## config.mk

```make
export PLATFORM = sky130hd
export DESIGN_NAME = omdisc_glue
export DESIGN_NICKNAME = d
export VERILOG_FILES = /design/src/rtl/omdisc_glue.sv
export SDC_FILE = /design/constraint.sdc
export NUM_CORES = 1
export LEC_CHECK = 0
export CAP_MARGIN = 30
export CORE_ASPECT_RATIO = 1.25
export CORE_MARGIN = 1.5
export CORE_UTILIZATION = 31
export DETAILED_ROUTE_END_ITERATION = 6
export SETUP_SLACK_MARGIN = 0.4
export SYNTH_ARGS = -nofsm -noshare
export SYNTH_HDL_FRONTEND = slang
export SYNTH_SLANG_ARGS = --single-unit
```

## constraint.sdc

```tcl
create_clock -name CLK_SYS -period 2 [get_ports CLK_SYS]
set_clock_uncertainty 0.1 [all_clocks]
set_input_delay 0.3 -clock CLK_SYS [delete_from_list [all_inputs] [get_ports CLK_SYS]]
set_output_delay 0.3 -clock CLK_SYS [all_outputs]
set_load 0.02 [all_outputs]
```

## src/rtl/omdisc_glue.sv

```systemverilog
// Oric disc controller glue: 6502 bus decode, PH2-synchronised FDC strobes,
// control register, ROM/overlay mapping, drive/motor control and FDC clock enable.
module omdisc_glue #(
    parameter logic [3:0] BASE          = 4'h1,
    parameter int         NUM_DRIVES    = 4,
    parameter int         CLK_DIV       = 6,
    parameter int         MOTOR_TIMEOUT = 48000000
) (
    input  logic                  CLK_SYS,
    input  logic                  RESET,
    input  logic [15:0]           A,
    input  logic [7:0]            DI,
    output logic [7:0]            DO,
    output logic                  DO_OE,
    input  logic                  RnW,
    input  logic                  PH2,
    input  logic                  IO,
    input  logic                  ENA,
    output logic                  nIRQ,
    output logic                  nROMDIS,
    output logic                  nMAP,
    output logic                  IOCTRL,
    output logic                  nECE,
    output logic                  nEOE,
    output logic                  fdc_ce,
    output logic                  fdc_cs,
    output logic                  fdc_rd,
    output logic                  fdc_wr,
    output logic [1:0]            fdc_addr,
    output logic [7:0]            fdc_wdata,
    input  logic [7:0]            fdc_rdata,
    input  logic                  fdc_irq,
    input  logic                  fdc_drq,
    output logic [NUM_DRIVES-1:0] drive_sel,
    output logic                  side,
    output logic                  motor_on,
    output logic                  fd_led
);

    localparam int TW = $clog2(MOTOR_TIMEOUT + 1);
    localparam int CW = (CLK_DIV > 1) ? $clog2(CLK_DIV) : 1;

    logic          ph2_s1_q, ph2_s2_q, ph2_s3_q;
    logic          settle_q, settle_d;
    logic          seen_low_q, seen_low_d;
    logic          armed_q, armed_d;
    logic          fdc_cs_q, fdc_cs_d;
    logic          fdc_rd_q, fdc_rd_d;
    logic          fdc_wr_q, fdc_wr_d;
    logic [1:0]    fdc_addr_q, fdc_addr_d;
    logic [7:0]    fdc_wdata_q, fdc_wdata_d;
    logic          nromen_q, nromen_d;
    logic [1:0]    dsel_q, dsel_d;
    logic          side_q, side_d;
    logic          irqen_q, irqen_d;
    logic          nromdis_q, nromdis_d;
    logic          motor_q, motor_d;
    logic [TW-1:0] timer_q, timer_d;
    logic [CW-1:0] ce_cnt_q, ce_cnt_d;

    logic       sel;
    logic [1:0] region;
    logic       ph2_rise, ph2_fall_raw, ph2_fall;
    logic       rd_go, wr_go, ctl_go;
    logic       u16k;
    logic       unused_bits;

    assign unused_bits = ^{A[12:8], DI[2]};

    assign region = A[3:2];
    assign sel    = (A[7:4] == BASE) & ~IO & (A[3:2] != 2'b11);

    // A rise only counts once PH2 has been seen low since reset, and a fall
    // only counts if its rise did, so a cycle cut by reset never commits.
    assign ph2_rise     = ph2_s2_q & ~ph2_s3_q & seen_low_q;
    assign ph2_fall_raw = ~ph2_s2_q & ph2_s3_q;
    assign ph2_fall     = ph2_fall_raw & armed_q;

    assign rd_go  = ph2_rise & sel & (region == 2'd0) & RnW;
    assign wr_go  = ph2_fall & sel & (region == 2'd0) & ~RnW;
    assign ctl_go = ph2_fall & sel & (region == 2'd1) & ~RnW;

    always_comb begin
        settle_d    = 1'b1;
        seen_low_d  = seen_low_q | (settle_q & ~ph2_s1_q);
        armed_d     = armed_q;
        if (ph2_rise)
            armed_d = 1'b1;
        else if (ph2_fall_raw)
            armed_d = 1'b0;

        fdc_cs_d    = rd_go | wr_go;
        fdc_rd_d    = rd_go;
        fdc_wr_d    = wr_go;
        fdc_addr_d  = (rd_go | wr_go) ? A[1:0] : fdc_addr_q;
        fdc_wdata_d = wr_go ? DI : fdc_wdata_q;

        nromen_d  = nromen_q;
        dsel_d    = dsel_q;
        side_d    = side_q;
        nromdis_d = nromdis_q;
        irqen_d   = irqen_q;
        if (ctl_go) begin
            nromen_d  = DI[7];
            dsel_d    = DI[6:5];
            side_d    = DI[4];
            nromdis_d = DI[1];
            irqen_d   = DI[0];
        end

        motor_d = motor_q;
        timer_d = timer_q;
        if (fdc_cs_q | (ctl_go & DI[3])) begin
            timer_d = TW'(MOTOR_TIMEOUT);
            motor_d = 1'b1;
        end else if (ctl_go) begin
            timer_d = '0;
            motor_d = 1'b0;
        end else if (timer_q != '0) begin
            timer_d = timer_q - TW'(1);
            if (timer_q == TW'(1))
                motor_d = 1'b0;
        end

        ce_cnt_d = (ce_cnt_q == CW'(CLK_DIV - 1)) ? '0 : ce_cnt_q + CW'(1);
    end

    always_ff @(posedge CLK_SYS) begin
        if (RESET) begin
            ph2_s1_q    <= 1'b0;
            ph2_s2_q    <= 1'b0;
            ph2_s3_q    <= 1'b0;
            settle_q    <= 1'b0;
            seen_low_q  <= 1'b0;
            armed_q     <= 1'b0;
            fdc_cs_q    <= 1'b0;
            fdc_rd_q    <= 1'b0;
            fdc_wr_q    <= 1'b0;
            fdc_addr_q  <= 2'd0;
            fdc_wdata_q <= 8'd0;
            nromen_q    <= 1'b0;
            dsel_q      <= 2'd0;
            side_q      <= 1'b0;
            irqen_q     <= 1'b0;
            nromdis_q   <= ENA;
            motor_q     <= 1'b0;
            timer_q     <= '0;
            ce_cnt_q    <= '0;
        end else begin
            ph2_s1_q    <= PH2;
            ph2_s2_q    <= ph2_s1_q;
            ph2_s3_q    <= ph2_s2_q;
            settle_q    <= settle_d;
            seen_low_q  <= seen_low_d;
            armed_q     <= armed_d;
            fdc_cs_q    <= fdc_cs_d;
            fdc_rd_q    <= fdc_rd_d;
            fdc_wr_q    <= fdc_wr_d;
            fdc_addr_q  <= fdc_addr_d;
            fdc_wdata_q <= fdc_wdata_d;
            nromen_q    <= nromen_d;
            dsel_q      <= dsel_d;
            side_q      <= side_d;
            irqen_q     <= irqen_d;
            nromdis_q   <= nromdis_d;
            motor_q     <= motor_d;
            timer_q     <= timer_d;
            ce_cnt_q    <= ce_cnt_d;
        end
    end

    always_comb begin
        DO = 8'hFF;
        if (DO_OE) begin
            case (region)
                2'd0:    DO = fdc_rdata;
                2'd1:    DO = {~fdc_irq, 7'b0};
                2'd2:    DO = {~fdc_drq, motor_q, 6'b0};
                default: DO = 8'hFF;
            endcase
        end
    end

    always_comb begin
        drive_sel = '0;
        for (int i = 0; i < NUM_DRIVES; i++)
            drive_sel[i] = (dsel_q == 2'(i));
    end

    assign DO_OE     = sel & RnW & PH2;
    assign IOCTRL    = ~sel;
    assign nIRQ      = ~(fdc_irq & irqen_q);
    assign nROMDIS   = nromdis_q;
    assign u16k      = ~nromdis_q & A[15] & A[14];
    assign nECE      = ~(A[13] & u16k & ~nromen_q);
    assign nMAP      = ~(PH2 & nECE & u16k);
    assign nEOE      = PH2 | ~RnW;
    assign fdc_ce    = (ce_cnt_q == '0);
    assign fdc_cs    = fdc_cs_q;
    assign fdc_rd    = fdc_rd_q;
    assign fdc_wr    = fdc_wr_q;
    assign fdc_addr  = fdc_addr_q;
    assign fdc_wdata = fdc_wdata_q;
    assign side      = side_q;
    assign motor_on  = motor_q;
    assign fd_led    = motor_q;

endmodule

```

### Yosys cells after proc, flatten, opt, wreduce, memory -nomap -nowiden

Cells that the tools add are included.

| storage, ports and cells | value |
|---|---|
| bits in latches | 0 |
| output and inout bits | 36 |
| RAM bits | 0 |
| bits in registers | 55 |
| memories | 0 |
| ROM bits | 0 |
| logic and storage cells | 98 |

| cells by class | value |
|---|---|
| mux-type cells | 14 |
| add/sub/neg operators | 2 |
| reductions and logical operators | 11 |
| order comparisons | 0 |
| div/mod/pow operators | 0 |
| equal/unequal tests | 9 |
| multiply operators | 0 |
| shift-type cells | 0 |
| bitwise gates (word level) | 42 |

Operators with widths:

| kind | count |
|---|---|
| 26-bit 2-to-1 mux | 3 |
| 26-bit by 1-bit == test with 1-bit output, second input constant | 1 |
| 26-bit nonzero test | 1 |
| 26-bit by 1-bit subtractor with 26-bit output, second input constant | 1 |
| 1-bit AND | 25 |
| 8-bit case mux with 3 select lines | 1 |
| 1-bit inverter | 13 |
| 1-bit 2-to-1 mux | 9 |
| 8-bit 2-to-1 mux | 1 |
| 2-bit == test, second input constant | 3 |
| 3-bit nonzero test | 2 |
| 2-bit by 1-bit == test with 1-bit output, second input constant | 2 |
| 4-bit by 1-bit == test with 1-bit output, second input constant | 1 |
| 2-bit logical NOT | 2 |
| 1-bit bitwise OR | 4 |
| 2-bit nonzero test | 2 |
| 3-bit by 1-bit adder with 3-bit output, second input constant | 1 |
| 3-bit == test, second input constant | 1 |
| 3-bit logical NOT | 1 |
| 3-bit OR reduction | 1 |
| 2-bit inequality test, second input constant | 1 |
| 2-bit AND reduction | 1 |
| 2-bit OR reduction | 1 |

### Longest topological paths before layout

Gate-level depths: netlist of run 1.

| depth | value |
|---|---|
| depth in word-level cells | 10 |
| mapped depth | 9 |

### Least setup slack after synthesis of run 1

OpenSTA, ideal clock, no wires.

| path | value |
|---|---|
| path type | input-to-output |
| start | input A[2] |
| end | output DO[0] |
| cell stages on the path | 6 |
| path buffers | 0 |
| required time | 1600 ps |
| path slack | -191 ps |
| arrival | 1791 ps |
| cells stage by stage | ha_1 -> or4_4 -> nor2_1 -> nand3_1 -> nor2_1 -> nand2_1 |

| on the way | value |
|---|---|
| word-level cells in the longest chain between the ends | 5 |

Ends and longest elaborated chain:

| item | RTL line | RTL |
|---|---|---|
| from (decl) | 11 | `input logic [15:0] A,` |
| 2-bit inequality test | 71 | `assign sel = (A[7:4] == BASE) & ~IO & (A[3:2] != 2'b11);` |
| 1-bit AND | 71 |  |
| 1-bit AND (2 in a row) | 190 | `assign DO_OE = sel & RnW & PH2;` |
| 8-bit 2-to-1 mux (*) | 174 | `if (DO_OE) begin` |
| to (decl) | 13 | `output logic [7:0] DO,` |

Mark *: on every way between the ends. The rest lies on a longest branch, timed or not.

### Worst setup path after layout of run 1

| path | value |
|---|---|
| start | input A[2] |
| end | register timer_q[25] |

| on the way | value |
|---|---|
| word-level cells in the longest chain between the ends | 8 |

Ends and longest elaborated chain:

| item | RTL line | RTL |
|---|---|---|
| 2-bit inequality test | 71 |  |
| 1-bit AND | 71 |  |
| 1-bit AND | 81 | `assign ctl_go = ph2_fall & sel & (region == 2'd1) & ~RnW;` |
| 1-bit AND (*) (2 in a row) | 81 |  |
| 1-bit AND | 113 | `if (fdc_cs_q \| (ctl_go & DI[3])) begin` |
| 1-bit bitwise OR | 113 |  |
| 3-bit nonzero test (no line) / 26-bit 2-to-1 mux (equally long branches) | -- |  |
| to (signal assigned) | 167 | `timer_q <= timer_d;` |
| to (decl) | 58 | `logic [TW-1:0] timer_q, timer_d;` |

Marks and branches as above.
A chain may end at the register's enable or synchronous reset.

==> results.cfg, run 1 <==
[run_status]
status = finished with violations
violations = setup timing

[route]
vias = 2570
wl_per_cell_um = 14.09
ant_nets = 0
dr.pass1.iters = 4
routed_wl_um = 7452
drc = 0
drtIter0Drc = 68
vias_per_cell = 4.858

[sta]
finalSetupViolCount = 19
worst_pin_slew_ns = 0.3403
period_needed_ns = 2.099
rsz0062_at_grt = yes
setup_ws_ns = -0.09858
max_slew_margin = 0.7727
drv_slew = 0
period_share = 1.049
hold_violations = 0
fmax_mhz = 476.5

[die]
ios = 76
die_y_um = 107.0
fp-row-count = 37
core_region_area_um2 = 8333
start_util = 0.3218
die_area_um2 = 9220
dieWidth_um = 86.19

[logic_synthesis]
avgSynthCellArea_um2 = 8.908
async_flop_share = 0
synthesis.nets = 350
synthDistinctLibCells = 56
yosysTopAreaCell = dfxtp_1
synth_seq_area_share = 0.4144
synth_cells = 301
synth-main-ff-cell = dfxtp_1
yosys_warnings = 0
ys_seq_elements = 55
syn-cell-area_um2 = 2681
synth_edf_count = 1
synth_top_area_share = 0.4032
synthTopCellsByArea = dfxtp_1 40%, mux2i_1 6.0%, nor2_1 5.6%, ha_1 4.2%, nand2_1 2.9%

[clock_network]
clkSinkCount = 55
clockRootBuffer = clkbuf_8
path_clk_slew_ns = 0.10
clockBufferDepth = 2
htreeDepth = 2
tritoncts = done
worstSkewPairLatency_ns = 0.31
cts_made_buffers = 5

[layout]
fillers = 794
nNetsFinal = 480
final_common_cell = buf_4
fin_area_um2 = 4382
drive_above_1_share = 0.3750
num_antenna_cells = 0
mostFrequentLayoutCells = 51 x buf_4, 47 x dfxtp_1, 35 x nor2_1, 28 x clkdlybuf4s50_1, 24 x buf_6
fin_util = 0.5258
syn_to_final_growth_pct = 63.42

[pwr]
p_leak_nw = 1.952
ir_worst_vdd_mv = 1.012
power_mw = 5.407
power.density_nw_per_um2 = 1234

[worst_setup_path]
path_class = primary input to flip-flop
arrival_ns = 2.24
path_cells = buf_8 -> ha_4 -> or4_4 -> buf_4 -> buf_6 -> or4_4 -> a2bb2oi_4 -> and2_4 -> a31oi_1
cp_top_family = simple AND/OR/NAND/NOR gates
max_stage_delay_ns = 0.51
worst-path-buf-inv = 3
cpMostUsedCell = or4_4
slowest_stage = or4_4
crit_fanout = 4
cp.required_ns = 2.14
start_kind = primary input
critPathCaptureType = flip-flop

[placement]
gp_congestion = 0.8502
placed_area_um2 = 3984
place_hpwl_um = 5557
io_buffers = 70

[flow_run]
drv_cap = 0

[grt]
grt_pass1_vias = 2600
grt-ovfl-total = 0
grt_pass1_wl_um = 12080
antenna_found_initial = 0
grtUsageTotal = 0.1654
grt_max_degree = 27

[min_path]
hold_path_class = flip-flop to flip-flop
==> worst register-to-register path: stages, from the launching register on <==
cell and delay, ns:
dfxtp_2 0.34, or4_4 0.58, or3_1 0.40, nor3_1 0.26
xnor2_1 0.16, o21ai_0 0.09
==> power breakdown <==
part / internal [mW] / total [mW] / leakage (nW) / switching, mW
combinational: 1.56 / 3.18 / 1.45 / 1.62
clock: 0.283 / 0.648 / 0.0474 / 0.365
sequential: 1.34 / 1.57 / 0.452 / 0.236
total: 3.18 / 5.41 / 1.95 / 2.23
==> layer usage <==
metal,share of wire,GRT usage
met1,0.43,0.1973
met5,0,0
met4,0.0086,0.04378
met2,0.54,0.3015
met3,0.030,0.03002
==> final timing paths <==
check | start | to | slack, ns | depth (start not counted)
setup / recovery | A[2] | timer_q[25] | -0.1 | 9
hold / removal | ph2_s1_q | ph2_s2_q | 0.35 | 2
setup reg to reg | timer_q[10] | timer_q[23] | -0.03 | 5
hold reg to reg | ph2_s1_q | ph2_s2_q | 0.35 | 2
==> metrics by stage <==
| stage | setup TNS, ns | hold WS (ns) | std cells | setup slack [ns] |
|---|---|---|---|---|
| after floorplan | -0.9238 | 0.3160 | 301 | -0.1311 |
| after global placement | -32.14 | 0.3391 | 510 | -0.8606 |
| after detailed placement | -33.43 | 0.3364 | 510 | -0.9107 |
| after CTS | -3.704 | 0.3567 | 524 | -0.2164 |
| after global routing | -1.811 | 0.3703 | 529 | -0.1365 |
| final | -0.9651 | 0.3526 | 529 | -0.09858 |
==> what timing repair did <==
item,4_1_cts,5_1_grt
setup buffers,6,4
setup endpoints to repair,82,63
cloned,0,1
hold buffers,0,0
pin swaps,11,14
gates resized for setup,144,57
hold endpoints to repair,0,0
==> layout make-up <==
class | count | area [um2] | area share
sequential | 55 | 1120 | 0.2556
inverter | 17 | 66.31 | 0.01513
timing repair buffer | 135 | 1222 | 0.2790
tap | 97 | 121.4 | 0.02770
multi-input combinational | 217 | 1753 | 0.4001
clock buffer | 6 | 82.58 | 0.01885
clock inverter | 2 | 16.27 | 0.003712
==> synthesized netlist by cell type, types with 9 or more instances <==
| cell | count |
|---|---|
| mux2i_1 | 16 |
| o21ai_0 | 12 |
| inv_1 | 17 |
| nor3_1 | 12 |
| a21oi_1 | 10 |
| xnor2_1 | 9 |
| nor2_1 | 40 |
| nand3_1 | 10 |
| dfxtp_1 | 54 |
| ha_1 | 9 |
| nand2_1 | 21 |
==> sequential cells by signal, indices dropped and copies added, names as in the netlist, 2 cells and up <==
| signal | cells |
|---|---|
| ce_cnt_q | 3 |
| dsel_q | 2 |
| fdc_addr | 2 |
| timer_q | 26 |
| fdc_wdata | 8 |
==> cells by family (layout without fill, tap and decap cells) <==
family | Yosys count | after routing | synth area share
buf+inv | 29 | 160 | 0.04853
simple gates | 128 | 128 | 0.2539
compound gates | 48 | 48 | 0.1283
xor+xnor | 15 | 15 | 0.04900
flops | 55 | 55 | 0.4144
mux | 17 | 17 | 0.06393
fa+ha+maj | 9 | 9 | 0.04200
Note: power is estimated with default switching activity, not from simulation.
==> inputs of run 2 (changes only) <==
--- a/config.mk
+++ b/config.mk
@@ -10,6 +10,7 @@
 export CORE_MARGIN = 1.5
 export CORE_UTILIZATION = 31
 export DETAILED_ROUTE_END_ITERATION = 6
+export HOLD_SLACK_MARGIN = 0.05
 export SETUP_SLACK_MARGIN = 0.4
 export SYNTH_ARGS = -nofsm -noshare
 export SYNTH_HDL_FRONTEND = slang
==> results of run 2 <==
Final layout, timing and power as in run 1 (identical DEF).
